--- src/rtl/oc_pattern_gen.sv ---
// Enumerates every N-bit word whose popcount equals the requested count, in
// ascending order, over a valid/ready stream (inverse of the ones-counter cells).
module oc_pattern_gen #(
  parameter int N  = 3,
  parameter int CW = 2
) (
  input  logic          clk,
  input  logic          rst_n,
  input  logic          start,
  input  logic [CW-1:0] count,
  output logic          busy,
  output logic          out_valid,
  input  logic          out_ready,
  output logic [N-1:0]  pattern,
  output logic          done,
  output logic [N:0]    npat
);

  localparam int PW = (N + 1 > CW) ? N + 1 : CW;
  localparam logic [N-1:0] CAND_ONE = 1;
  localparam logic [N:0]   NPAT_ONE = 1;

  typedef enum logic [1:0] {S_IDLE, S_SCAN, S_OUT, S_DONE} state_t;

  state_t        r_state;
  logic [CW-1:0] r_k;
  logic [N-1:0]  r_cand;
  logic [N:0]    r_npat;

  logic [N:0]    w_psum [0:N];
  logic          w_match;
  logic          w_last;

  // Running sum is N+1 bits wide, so even an all-ones word cannot overflow.
  assign w_psum[0] = '0;
  generate
    for (genvar gi = 0; gi < N; gi++) begin : g_pop
      assign w_psum[gi+1] = w_psum[gi] + {{N{1'b0}}, r_cand[gi]};
    end
  endgenerate

  assign w_match = (PW'(w_psum[N]) == PW'(r_k));
  assign w_last  = &r_cand;

  always_ff @(posedge clk) begin
    if (!rst_n) begin
      r_state <= S_IDLE;
      r_k     <= '0;
      r_cand  <= '0;
      r_npat  <= '0;
    end else begin
      case (r_state)
        S_IDLE: begin
          if (start) begin
            r_k     <= count;
            r_cand  <= '0;
            r_npat  <= '0;
            r_state <= S_SCAN;
          end
        end
        S_SCAN: begin
          if (w_match) begin
            r_state <= S_OUT;
          end else if (w_last) begin
            r_state <= S_DONE;
          end else begin
            r_cand <= r_cand + CAND_ONE;
          end
        end
        S_OUT: begin
          if (out_ready) begin
            r_npat <= r_npat + NPAT_ONE;
            if (w_last) begin
              r_state <= S_DONE;
            end else begin
              r_cand  <= r_cand + CAND_ONE;
              r_state <= S_SCAN;
            end
          end
        end
        S_DONE:  r_state <= S_IDLE;
        default: r_state <= S_IDLE;
      endcase
    end
  end

  // Outputs decode registered state only; nothing combinational from inputs.
  assign busy      = (r_state != S_IDLE);
  assign out_valid = (r_state == S_OUT);
  assign done      = (r_state == S_DONE);
  assign pattern   = r_cand;
  assign npat      = r_npat;

endmodule

--- config.mk ---
export PLATFORM = sky130hd
export DESIGN_NAME = oc_pattern_gen
export DESIGN_NICKNAME = d
export VERILOG_FILES = /design/src/rtl/oc_pattern_gen.sv
export SDC_FILE = /design/constraint.sdc
export NUM_CORES = 1
export LEC_CHECK = 0
export CAP_MARGIN = 10
export CORE_MARGIN = 1
export CORE_UTILIZATION = 45
export CTS_BUF_LIST = sky130_fd_sc_hd__clkbuf_4
export DETAILED_ROUTE_END_ITERATION = 10
export GPL_ROUTABILITY_DRIVEN = 0
export HOLD_SLACK_MARGIN = 0.1
export MAX_ROUTING_LAYER = met4
export PLACE_DENSITY_LB_ADDON = 0.08
export SYNTH_ARGS = -nofsm -noshare
export SYNTH_HDL_FRONTEND = slang
export SYNTH_SLANG_ARGS = --single-unit
--- constraint.sdc ---
create_clock -name clk -period 1.7 [get_ports clk]
set_input_delay 0.425 -clock clk [delete_from_list [all_inputs] [get_ports clk]]
set_output_delay 0.425 -clock clk [all_outputs]
set_load 0.005 [all_outputs]
==> flow_metrics.py <==
metrics = {
    "cells_and_area": {
        "ff_latch_area_um2": 226,
        "final_area_um2": 1040,
        "diodes": 0,
        "mostFrequentLayoutCells": "buf_4 (13), clkdlybuf4s50_1 (12), nand2_1 (9)",
        "multi_input_area_um2": 470,
        "syn_to_final_growth_pct": 54.0,
        "drive_gt1_frac": 0.321,
        "fin_nets": 125,
        "n_fill_cell": 104,
        "final_common_cell": "buf_4",
    },
    "yosys": {
        "synth_area_per_cell_um2": 8.76,
        "synthMuxAreaShare": 0.0445,
        "syn_nets": 92,
        "synthAdderAreaFrac": 0.178,
        "synth_xor_area_frac": 0.0390,
        "synth_compound_area_frac": 0.167,
        "synth_edf_count": 0,
        "async_reset_ff_frac": 0,
        "ys_types": 25,
        "ys_ff_latch": 11,
        "syn-cell-area_um2": 674,
        "synth_cells": 77,
        "synth_top_family_by_area": "simple AND/OR/NAND/NOR gates",
        "yosysWarnings": 0,
        "synthSimpleGateAreaFrac": 0.206,
        "ys.flop_type": "dfxtp_1",
        "ys_seq_area_frac": 0.327,
    },
    "placed_design": {
        "hpwl_um": 1250,
        "port_buffers": 15,
        "detailedPlace.worstSlack_ps": -62.3,
        "dpl_cell_area_um2": 961,
    },
    "timing": {
        "drv_slew": 0,
        "finalCriticalPeriod_ps": 1760,
        "fin_setup_tns_ps": -61.5,
        "setup_violations": 1,
        "finalCritPeriodShare": 1.04,
        "fin_ws_ps": -61.5,
        "slew_headroom": 0.815,
        "rsz0062_at_grt": "yes",
        "fmaxAchievable_mhz": 568,
        "fin_skew_ps": 0.400,
        "hold_viol_final": 0,
        "worst_slew_pin_slew_ps": 274,
    },
    "clock_network": {
        "cts-root-buf": "clkbuf_4",
        "h-tree-depth": 1,
        "cts_buffers": 3,
        "cts_setup_buffers": 0,
        "cts_sinks": 11,
        "cts_tree": "done",
        "insertion_delay_ps": 270,
        "clkTransAtPathRegs_ps": 70,
        "clockBufferDepth": 2,
    },
    "flow_run": {
        "drv_cap": 0,
    },
    "die": {
        "std_cell_rows": 13,
        "core_um2": 1350,
        "fp.dieW_um": 40.7,
        "pin_count": 16,
        "die_h_um": 40.7,
        "initial_core_util": 0.500,
        "dieArea_um2": 1660,
    },
    "worst_hold_path": {
        "min_from": "npat[3]$_SDFFE_PN0P_",
        "hp-class": "reg2reg",
        "hold_end": "npat[3]$_SDFFE_PN0P_",
        "holdPathStages": 2,
    },
    "global_routing": {
        "antenna_found_initial": 0,
        "grt_first_pass_wirelength_um": 2380,
        "first_global_vias": 567,
        "overflow": 0,
        "track_usage": 0.232,
        "grt_max_degree": 9,
    },
    "pwr": {
        "power_leakage_nw": 0.452,
        "peakVddDrop_v": 0.000704,
        "finalPower_mw": 1.38,
        "power.density_nw_per_um2": 1330,
    },
    "status": {
        "violations": "setup timing",
        "status": "finished, violations left",
    },
    "worst_setup_path": {
        "arrival_ps": 1960,
        "worstReg2RegEnd": "r_state[0]$_SDFFE_PN0P_",
        "r2r_start": "pattern[2]$_SDFFE_PN0P_",
        "worstSetupEndpointType": "flip-flop",
        "r2r_cells": 6,
        "r2r_slack_ps": -60,
        "crit_type": "reg2reg",
        "cp-start-kind": "flip-flop",
        "path_max_fanout": 3,
        "required_ps": 1900,
    },
    "detailed_routing": {
        "drc": 0,
        "drt_iter0_markers": 7,
        "vias_per_cell": 5.27,
        "drt-wirelength-per-cell_um": 12.6,
        "vias": 653,
        "drt_wl_total_um": 1560,
        "drtAntennaViolNets": 0,
        "dr.pass1.iters": 5,
    },
}
[worst max-delay path by stage]
stage / from / to / slack, ps / cells past startpoint
2_1_floorplan: pattern[2]$_SDFFE_PN0P_ / r_state[0]$_SDFFE_PN0P_ / 3 / 6
3_3_place_gp: start / pattern[1]$_SDFFE_PN0P_ / -50 / 5
3_5_place_dp: pattern[2]$_SDFFE_PN0P_ / pattern[2]$_SDFFE_PN0P_ / -60 / 6
4_1_cts: r_state[0]$_SDFFE_PN0P_ / out_valid / -140 / 3
5_1_grt: pattern[2]$_SDFFE_PN0P_ / r_state[0]$_SDFFE_PN0P_ / -160 / 6
6_report: pattern[2]$_SDFFE_PN0P_ / r_state[0]$_SDFFE_PN0P_ / -60 / 6
[worst max-delay path: stages, from the launching register on]
cell and delay, ps:
dfxtp_2 340, inv_2 40, fa_1 570, xor2_2 200
a21oi_2 90, or3_1 330, a21oi_2 130
[cell usage after synthesis (2+ instances only)]
cell,count,area [µm²]
inv_1,6,22.5
a21oi_1,4,20.0
ha_1,8,100
o21ai_0,2,10.0
nand3_1,8,40.0
nand2_1,9,33.8
nand2b_1,3,18.8
nor2_1,2,7.51
dfxtp_1,11,220
mux2i_1,3,30.0
or3_1,2,12.5
xor2_1,3,26.3
a21boi_0,4,30.0
[power breakdown]
group / total [mW] / internal, mW / switching [mW]
Clock: 0.195 / 0.107 / 0.0886
Combinational: 0.830 / 0.416 / 0.414
Sequential: 0.356 / 0.312 / 0.0433
[layer usage]
metal	track usage	part of all wire	vias to the layer above
li1	-	-	336
met1	0.266	0.49	304
met2	0.389	0.47	11
met3	0.0326	0.023	2
met4	0.125	0.011	0
met5	-	0	-
[cell families after synthesis]
logic type | count (synthesis)
adders and majority gates | 9
and+or+nand+nor | 28
DFF | 11
buffers and inverters | 7
muxes | 3
xor gates and xnor gates | 3
AOI/OAI and AO/OA | 16
[per-stage QoR]
stage | cells | hold slack [ps] | util
2_1_floorplan | 77 | 455 | -
3_3_place_gp | 120 | 467 | 0.712
3_5_place_dp | 120 | 486 | 0.712
4_1_cts | 124 | 496 | 0.750
5_1_grt | 124 | 535 | 0.769
6_report | 124 | 491 | 0.769
[registers in the layout, summed over array words and instances, names as in the netlist]
signal and count:
npat 4, pattern 3, r_k 2, r_state 2
[final cells by class]
type                    count  area share
repair buffers             29       0.258
flip-flops and latches     11       0.218
multi-input cells          59       0.453
well taps                  15      0.0181
inverters                   6      0.0241
clock buffers               4      0.0289
[timing repair]
action / 4_1_cts / 5_1_grt
cloned: 0 / 0
setup endpoints to repair: 7 / 6
pin swaps: 4 / 0
resized for setup: 11 / 6
hold buffers: 0 / 0
Power figures use the tool's default switching activity.
